===== src/rtl/dram_burst_rw_ctrl.sv =====
// Burst write/read/refresh sequencer driving a DRAM macro's row, data and phase-enable pins.
// Optional idle-time auto refresh is compiled in with `define DRAM_AUTO_REFRESH_EN.
module dram_burst_rw_ctrl #(
  parameter int unsigned DATA_W       = 16,
  parameter int unsigned ADDR_W       = 4,
  parameter int unsigned LEN_W        = 3,
  parameter int unsigned T_WL         = 2,
  parameter int unsigned T_SA         = 2,
  parameter int unsigned REF_INTERVAL = 1024
) (
  input  logic                     clk,
  input  logic                     rst_n,
  input  logic                     IO_EN,
  input  logic [1:0]               IO_MODEL,
  input  logic [ADDR_W-1:0]        IO_ADDR,
  input  logic [LEN_W-1:0]         IO_LEN,
  input  logic [DATA_W-1:0]        DRAM16_data,
  input  logic [DATA_W-1:0]        SA_OUT,
  output logic                     WR_READY,
  output logic [DATA_W-1:0]        RD_DATA,
  output logic                     RD_VALID,
  output logic                     BUSY,
  output logic                     WT_DONE,
  output logic                     RD_DONE,
  output logic                     RF_DONE,
  output logic                     ERR,
  output logic [DATA_W-1:0]        D_IN,
  output logic                     DATA_VALID_IN,
  output logic [(1<<ADDR_W)-1:0]   R_AD,
  output logic                     WRI_EN,
  output logic                     RD_EN,
  output logic                     VSAEN,
  output logic                     REF_WWL
);

  localparam int unsigned ROWS  = 1 << ADDR_W;
  localparam int unsigned REM_W = (LEN_W > ADDR_W) ? LEN_W : ADDR_W;
  localparam int unsigned T_MAX = (T_WL > T_SA) ? T_WL : T_SA;
  localparam int unsigned CNT_W = (T_MAX > 1) ? $clog2(T_MAX) : 1;

  localparam logic [2:0] StIdle = 3'd0;
  localparam logic [2:0] StLoad = 3'd1;
  localparam logic [2:0] StWrite = 3'd2;
  localparam logic [2:0] StRdWl = 3'd3;
  localparam logic [2:0] StRdSa = 3'd4;
  localparam logic [2:0] StRef = 3'd5;
  localparam logic [2:0] StNext = 3'd6;
  localparam logic [2:0] StDone = 3'd7;

  localparam logic [1:0] ModeWr = 2'b01;
  localparam logic [1:0] ModeRd = 2'b10;
  localparam logic [1:0] ModeRf = 2'b11;

  logic [2:0]        state_q, state_d;
  logic [1:0]        mode_q, mode_d;
  logic [ADDR_W-1:0] row_q, row_d;
  logic [REM_W-1:0]  rem_q, rem_d;
  logic [CNT_W-1:0]  cnt_q, cnt_d;
  logic [DATA_W-1:0] d_in_q, d_in_d;
  logic [DATA_W-1:0] rd_data_q, rd_data_d;
  logic              err_q, err_d;
  logic              row_last;

`ifdef DRAM_AUTO_REFRESH_EN
  localparam int unsigned IC_W = $clog2(REF_INTERVAL + 1);
  logic [IC_W-1:0] idle_cnt_q, idle_cnt_d;
  logic            pending_q, pending_d;
`else
  logic unused_ref_interval;
  assign unused_ref_interval = ^REF_INTERVAL;
`endif

  assign row_last = (rem_q == '0);

  always_comb begin
    state_d   = state_q;
    mode_d    = mode_q;
    row_d     = row_q;
    rem_d     = rem_q;
    cnt_d     = cnt_q;
    d_in_d    = d_in_q;
    rd_data_d = rd_data_q;
    err_d     = IO_EN && (state_q != StIdle);
`ifdef DRAM_AUTO_REFRESH_EN
    idle_cnt_d = idle_cnt_q;
    pending_d  = pending_q;
    if (state_q == StIdle && !pending_q) begin
      if (idle_cnt_q == IC_W'(REF_INTERVAL - 1)) pending_d = 1'b1;
      else idle_cnt_d = idle_cnt_q + IC_W'(1);
    end
`endif
    case (state_q)
      StIdle: begin
`ifdef DRAM_AUTO_REFRESH_EN
        // A pending auto refresh wins over any host command presented alongside it.
        if (pending_q) begin
          err_d      = IO_EN;
          mode_d     = ModeRf;
          row_d      = '0;
          rem_d      = REM_W'(ROWS - 1);
          state_d    = StLoad;
          idle_cnt_d = '0;
          pending_d  = 1'b0;
        end else
`endif
        if (IO_EN) begin
          if (IO_MODEL == 2'b00) begin
            err_d = 1'b1;
          end else begin
            mode_d  = IO_MODEL;
            row_d   = (IO_MODEL == ModeRf) ? '0 : IO_ADDR;
            rem_d   = (IO_MODEL == ModeRf) ? REM_W'(ROWS - 1) : REM_W'(IO_LEN);
            state_d = StLoad;
`ifdef DRAM_AUTO_REFRESH_EN
            if (IO_MODEL == ModeRf) idle_cnt_d = '0;
`endif
          end
        end
      end
      StLoad: begin
        cnt_d = '0;
        if (mode_q == ModeWr) begin
          d_in_d  = DRAM16_data;
          state_d = StWrite;
        end else if (mode_q == ModeRd) begin
          state_d = StRdWl;
        end else begin
          state_d = StRef;
        end
      end
      StWrite, StRef: begin
        if (cnt_q == CNT_W'(T_WL - 1)) state_d = row_last ? StDone : StNext;
        else cnt_d = cnt_q + CNT_W'(1);
      end
      StRdWl: begin
        if (cnt_q == CNT_W'(T_WL - 1)) begin
          cnt_d   = '0;
          state_d = StRdSa;
        end else begin
          cnt_d = cnt_q + CNT_W'(1);
        end
      end
      StRdSa: begin
        if (cnt_q == CNT_W'(T_SA - 1)) begin
          rd_data_d = SA_OUT;
          state_d   = row_last ? StDone : StNext;
        end else begin
          cnt_d = cnt_q + CNT_W'(1);
        end
      end
      StNext: begin
        row_d   = row_q + ADDR_W'(1);
        rem_d   = rem_q - REM_W'(1);
        state_d = StLoad;
      end
      StDone:  state_d = StIdle;
      default: state_d = StIdle;
    endcase
  end

  always_ff @(posedge clk or negedge rst_n) begin
    if (!rst_n) begin
      state_q    <= StIdle;
      mode_q     <= 2'b00;
      row_q      <= '0;
      rem_q      <= '0;
      cnt_q      <= '0;
      d_in_q     <= '0;
      rd_data_q  <= '0;
      err_q      <= 1'b0;
`ifdef DRAM_AUTO_REFRESH_EN
      idle_cnt_q <= '0;
      pending_q  <= 1'b0;
`endif
    end else begin
      state_q    <= state_d;
      mode_q     <= mode_d;
      row_q      <= row_d;
      rem_q      <= rem_d;
      cnt_q      <= cnt_d;
      d_in_q     <= d_in_d;
      rd_data_q  <= rd_data_d;
      err_q      <= err_d;
`ifdef DRAM_AUTO_REFRESH_EN
      idle_cnt_q <= idle_cnt_d;
      pending_q  <= pending_d;
`endif
    end
  end

  always_comb begin
    R_AD = '0;
    if (state_q inside {StLoad, StWrite, StRdWl, StRdSa, StRef}) R_AD[row_q] = 1'b1;
  end

  assign BUSY          = (state_q != StIdle);
  assign WR_READY      = (state_q == StLoad) && (mode_q == ModeWr);
  assign WRI_EN        = (state_q == StWrite);
  assign DATA_VALID_IN = (state_q == StWrite);
  assign RD_EN         = (state_q == StRdWl);
  assign VSAEN         = (state_q == StRdSa);
  assign REF_WWL       = (state_q == StRef);
  assign RD_VALID      = (state_q == StNext || state_q == StDone) && (mode_q == ModeRd);
  assign WT_DONE       = (state_q == StDone) && (mode_q == ModeWr);
  assign RD_DONE       = (state_q == StDone) && (mode_q == ModeRd);
  assign RF_DONE       = (state_q == StDone) && (mode_q == ModeRf);
  assign ERR           = err_q;
  assign D_IN          = d_in_q;
  assign RD_DATA       = rd_data_q;

endmodule


===== config.mk =====
export PLATFORM = sky130hd
export DESIGN_NAME = dram_burst_rw_ctrl
export DESIGN_NICKNAME = d
export VERILOG_FILES = /design/src/rtl/dram_burst_rw_ctrl.sv
export SDC_FILE = /design/constraint.sdc
export NUM_CORES = 1
export LEC_CHECK = 0
export CORE_MARGIN = 4
export CORE_UTILIZATION = 42
export DETAILED_ROUTE_END_ITERATION = 12
export GPL_ROUTABILITY_DRIVEN = 0
export MAX_ROUTING_LAYER = met4
export PLACE_DENSITY = 0.81
export SYNTH_ARGS = -nofsm -noshare
export SYNTH_HDL_FRONTEND = slang
export SYNTH_SLANG_ARGS = --single-unit

===== constraint.sdc =====
create_clock -name clk -period 2 [get_ports clk]
set_input_delay 0.3 -clock clk [delete_from_list [all_inputs] [get_ports clk]]
set_output_delay 0.3 -clock clk [all_outputs]
set_load 0.03 [all_outputs]

# ---- After elaboration in Yosys (flattened, before gate mapping)
# Cells that the tools add are included.
dict set report word_totals {
  wordCells 75
  input_bits 44
  output_inout_bits 60
  reg_bits 47
}
dict set report classes {
  n_addsub 3
  order_cmp 2
  eq_ne 15
  n_reduce_logical 21
  bitwise_logic 1
  muxes 25
}
# operator count
set op_table {}
lappend op_table {{2-to-1 mux 4 bit} 6}
lappend op_table {{2-to-1 mux 3 bit} 6}
lappend op_table {{case mux 3 bit (6 select lines)} 1}
lappend op_table {{2-to-1 mux 16 bit} 1}
lappend op_table {{case mux 4 bit (2 select lines)} 2}
lappend op_table {{equality test 3 bit (second input constant)} 4}
lappend op_table {{logical AND 1 bit} 7}
lappend op_table {{2-to-1 mux 1 bit} 7}
lappend op_table {{equality test 2 bit (second input constant)} 3}
lappend op_table {{equality test 3 x 2 -> 1 bit (second input constant)} 2}
lappend op_table {{AND reduction 3 bit} 2}
lappend op_table {{nonzero test 3 bit} 2}
lappend op_table {{< comparator 4 x 5 -> 1 bit (second input constant)} 1}
lappend op_table {{nonzero test 5 bit} 1}
lappend op_table {{adder 4 x 1 -> 4 bit (second input constant)} 1}
lappend op_table {{demux 1 bit (select 4 bit)} 1}
lappend op_table {{>= comparator 4 x 1 -> 1 bit (second input constant)} 1}
lappend op_table {{logical NOT 4 bit} 1}
lappend op_table {{inequality test 2 x 1 -> 1 bit (second input constant)} 2}
lappend op_table {{inequality test 2 bit (second input constant)} 2}
lappend op_table {{AND reduction 2 bit} 2}
lappend op_table {{AND reduction 4 bit} 1}
lappend op_table {{subtractor 4 x 1 -> 4 bit (second input constant)} 1}
lappend op_table {{equality test 3 x 1 -> 1 bit (second input constant)} 1}
lappend op_table {{9 further kinds} 9}

# ---- Depth between registers and ports, before layout
# Gate-level depths: netlist of the first run.
dict set report logic_depth {
  depth_word 5
  ltp_mapped 7
  ltp_nobuf 6
}

# ---- Worst setup path after synthesis of the first run
# No wires, ideal clock.
dict set report synth_timing {
  path_type {reg2out}
  startpoint {register state_q[0]}
  endpoint {output port WRI_EN}
  slack_ns -0.075
  path_stages_with_launch 4
  t_arrival_ns 1.775
  t_required_ns 1.700
  path_cell_list {dfrtp_1 buf_2 nor3b_1 buf_4}
}
dict set report synth_between {
  elab_chain_cells 1
}
# item line
set synth_lines {}
lappend synth_lines {{start, declared} 54} ;# logic [2:0] state_q, state_d;
lappend synth_lines {{start signal, assigned} 163} ;# state_q <= StIdle;
lappend synth_lines {{start signal, assigned} 176} ;# state_q <= state_d;
lappend synth_lines {{equality test 3 x 2 -> 1 bit} n/a}
lappend synth_lines {{end, declared} 30} ;# output logic WRI_EN,
# No other way between the ends.

# ---- Worst setup path in the final report of the first run
dict set report layout_timing {
  startpoint {register mode_q[1]}
  endpoint {output port WR_READY}
}
dict set report layout_between {
  elab_chain_cells 2
}
# item line
set layout_lines {}
lappend layout_lines {{start, declared} 55} ;# logic [1:0] mode_q, mode_d;
lappend layout_lines {{start signal, assigned} 177} ;# mode_q <= mode_d;
lappend layout_lines {{equality test 2 x 1 -> 1 bit} 197} ;# assign WR_READY = (state_q == StLoad) && (mode_q == ModeWr);
lappend layout_lines {{logical AND 1 bit} 197}
lappend layout_lines {{end, declared} 19} ;# output logic WR_READY,
# No other way between the ends.

==> results.py, run 1 <==
metrics = {
    "sta": {
        "maxSlewHeadroom_pct": 67.9,
        "fmax_ghz": 0.526,
        "worst_slew_pin_slew_ns": 0.477,
        "fin_crit_sh_pct": 95.1,
        "setup_viol": 0,
        "finalSetupTns_ns": 0,
        "slew_viol_final": 0,
        "period_needed_ns": 1.90,
        "finClkSkew_ns": 0.00574,
        "hold_ws_ns": 0.479,
        "rsz0062_at_grt": "false",
        "finalHoldViolCount": 0,
    },
    "logic_synthesis": {
        "ys_warn_count": 0,
        "mappedNetlistNets": 266,
        "syn_area_sq_um": 2420,
        "yosys-top-cells-area": "dfrtp_1 (49%), mux2_2 (10%), mux2_4 (6.2%), ha_1 (5.2%), nand2_1 (3.3%)",
        "postSynthAreaPerCell_sq_um": 11.4,
        "ys_seq_area_share_pct": 48.6,
        "synth_seq_cells": 47,
        "syn_inst": 212,
        "synth_top_flop_cell": "dfrtp_1",
        "synth_cell_types": 41,
        "synth_top_area_share_pct": 48.6,
        "yosysTopAreaCell": "dfrtp_1",
        "synth-edff-count": 0,
        "synthArstFlopShare_pct": 100,
    },
    "clock_tree": {
        "cts-root-buf": "clkbuf_8",
        "cts_max_level": 2,
        "clock_latency_ns": 0.29,
        "cts.sinks": 47,
        "clkTransAtPathRegs_ns": 0.08,
        "cts_tree": "built",
        "numCtsBuffers": 5,
        "ctsLongestPathBuffers": 2,
    },
    "grt": {
        "gr-total-overflow": 0,
        "track_usage_pct": 18.0,
        "grt_antenna_before_repair": 0,
        "grt_use_met1_pct": 24.1,
        "gr-usage-met2_pct": 28.1,
        "grt_pass1_vias": 1985,
        "gr-usage-met3_pct": 4.34,
        "grt_pass1_wl_mm": 10.0,
        "grt_max_degree": 20,
        "busiest_layer": "met2",
    },
    "setup_path": {
        "critPathRequiredTime_ns": 1.70,
        "end_kind": "output pin",
        "slowest_stage": "dfrtp_1",
        "path_max_fanout": 17,
        "crit_chain": "inv_1 > ha_1 > nand2_1 > nor3_4 > buf_8 > buf_4",
        "crit_arrival_ns": 1.60,
        "r2r_cells": 4,
        "rrSetupSlack_ns": 0.34,
        "r2r-end": "RD_DATA[2]$_DFFE_PN0P_",
        "r2r-start": "state_q[2]$_DFFE_PN0P_",
        "startpoint_type": "flip-flop",
        "worstSetupPathType": "flip-flop to output pin",
        "cpPeakStageDelay_ns": 0.43,
    },
    "layout": {
        "nNetsFinal": 375,
        "insertedDiodeCount": 0,
        "n_fill_cell": 422,
        "drive_above_1_share_pct": 26.7,
        "syn_to_final_growth_pct": 49.1,
    },
    "power": {
        "switching_share_pct": 42.4,
        "switchingPower_mw": 2.64,
        "internal_power_mw": 3.58,
        "seqPwrFrac_pct": 28.9,
        "p_comb_share_pct": 58.1,
        "pwr-share-clk_pct": 13.0,
        "vdd_drop_max_uv": 866,
        "p_leak_nw": 1.59,
        "power_density_nw_per_um2": 1720,
    },
    "floorplan": {
        "start_util_pct": 43.7,
        "die_height_microns": 83.9,
        "core_sq_um": 5540,
        "die_w_microns": 83.9,
        "dieArea_sq_um": 7040,
        "ios": 104,
        "num_rows": 27,
    },
    "route": {
        "drtIter0Drc": 65,
        "ant_nets": 0,
        "drt_wl_total_mm": 5.95,
        "drc_errors": 0,
        "vias": 1974,
        "viasPerCell": 5.01,
        "wl_per_cell_microns": 15.1,
        "dr.pass1.iters": 4,
    },
    "place": {
        "numPortBuffers": 103,
        "hpwl_mm": 4.66,
    },
    "flow_run": {
        "drv_cap": 0,
    },
    "status": {
        "status": "complete, no violations",
    },
    "hold_path": {
        "hp-class": "input port to asynchronous set/reset pin",
    },
}
## metrics by stage
stage | power, mW | instance area (sq um) | setup slack, ns | std cells | util, %
2_1_floorplan | 4.16 | 2430 | 0.00232 | 212 | -
3_3_place_gp | 5.32 | 3440 | 0.245 | 383 | 62.1
3_5_place_dp | 5.40 | 3440 | 0.179 | 383 | 62.1
4_1_cts | 6.24 | 3590 | 0.0288 | 392 | 64.8
5_1_grt | 6.62 | 3610 | 0.00575 | 394 | 65.2
6_report | 6.22 | 3610 | 0.0972 | 394 | 65.2
## layout make-up
class	instances	area, sq um	area share (%)
inverter	7	26.3	0.728
multi-input combinational	146	1130	31.3
sequential	47	1180	32.6
clock inverter	2	60.1	1.66
timing repair buffer	114	1050	29.1
clock buffer	6	72.6	2.01
tap	72	90.1	2.49
## cell families (layout without fill, tap and decap cells)
| group | after synthesis | count (layout) | synth area share, % |
|---|---|---|---|
| compound gates | 34 | 34 | 8.89 |
| flops | 47 | 47 | 48.6 |
| simple gates | 68 | 68 | 15.1 |
| buf+inv | 19 | 129 | 5.06 |
| fa+ha+maj | 10 | 10 | 5.17 |
| xor+xnor | 1 | 1 | 0.362 |
| mux | 33 | 33 | 16.8 |
## routing by layer
| metal | wire [microns] | vias to the layer above |
|---|---|---|
| li1 | - | 956 |
| met3 | 382 | 6 |
| met5 | 0 | - |
| met4 | 31 | 0 |
| met1 | 2770 | 928 |
| met2 | 2760 | 84 |
## power groups by stage
stage                     registers [mW]  clock network (mW)  logic [mW]
after floorplan                     2.35                   0        1.81
after global placement              1.80                   0        3.52
after detailed placement            1.82                   0        3.58
after CTS                           1.81               0.833        3.60
after global routing                1.87               0.875        3.87
final                               1.80               0.807        3.61
## sequential cells by signal (all words and copies together) (netlist names)
name and flops:
RD_DATA 16, D_IN 16, row_q 4, rem_q 4, cnt_q 1, mode_q 2
state_q 3, ERR 1
## critical path: cells and delay by family (launching register included)
family / cells / cell delay, ns
buffers and inverters: 3 / 0.46
DFF: 1 / 0.43
and+or+nand+nor: 2 / 0.26
adders and majority gates: 1 / 0.16
## worst max path at each step
stage | start | to | cells after the start
3_5_place_dp | state_q[1]$_DFFE_PN0P_ | R_AD[2] | 5
2_1_floorplan | state_q[2]$_DFFE_PN0P_ | R_AD[2] | 5
3_3_place_gp | IO_MODEL[1] | rem_q[1]$_DFFE_PN0P_ | 5
4_1_cts | mode_q[1]$_DFFE_PN0P_ | WR_READY | 6
5_1_grt | mode_q[1]$_DFFE_PN0P_ | WR_READY | 6
6_report | mode_q[1]$_DFFE_PN0P_ | WR_READY | 6
## cell usage in the layout, fill, tap and decap left out, types with 3 or more instances in the layout
cell             netlist  layout
mux2_2                22      22
nand2_1               21      21
o21ai_0                9       9
dfrtp_1               47      45
o21a_1                 3       3
ha_1                  10      10
buf_4                  1      35
nor2_1                21      21
a21oi_1                7       6
inv_1                  7       7
clkdlybuf4s50_1        0      75
nand3_1                3       3
mux2_4                10      10
clkbuf_8               0       5
nor3_1                 5       5
## timing repair
item | in CTS | in global routing
hold buffers | 1 | 0
resized for setup | 4 | 2
buffers inserted | 0 | 2
hold endpoints to repair | 17 | 0
setup endpoints to repair | 17 | 3
## cells in the mapped netlist, drive strengths merged, types with 3 or more instances
library cell   n
mux2          32
nor3           7
inv            7
o21a           3
and2           3
clkbuf         5
buf            7
dfrtp         47
o21ai         10
nor2          22
nand2         21
a21oi          7
nand3          3
ha            10
(Power assumes the default switching activity.)
==> inputs of run 2 (changes only) <==
--- a/config.mk
+++ b/config.mk
@@ -5,12 +5,14 @@
 export SDC_FILE = /design/constraint.sdc
 export NUM_CORES = 1
 export LEC_CHECK = 0
+export CAP_MARGIN = 5
 export CORE_MARGIN = 4
 export CORE_UTILIZATION = 42
 export DETAILED_ROUTE_END_ITERATION = 12
 export GPL_ROUTABILITY_DRIVEN = 0
 export MAX_ROUTING_LAYER = met4
 export PLACE_DENSITY = 0.81
+export SLEW_MARGIN = 25
 export SYNTH_ARGS = -nofsm -noshare
 export SYNTH_HDL_FRONTEND = slang
 export SYNTH_SLANG_ARGS = --single-unit
==> results of run 2 <==
Final layout, timing and power as in run 1 (identical DEF).
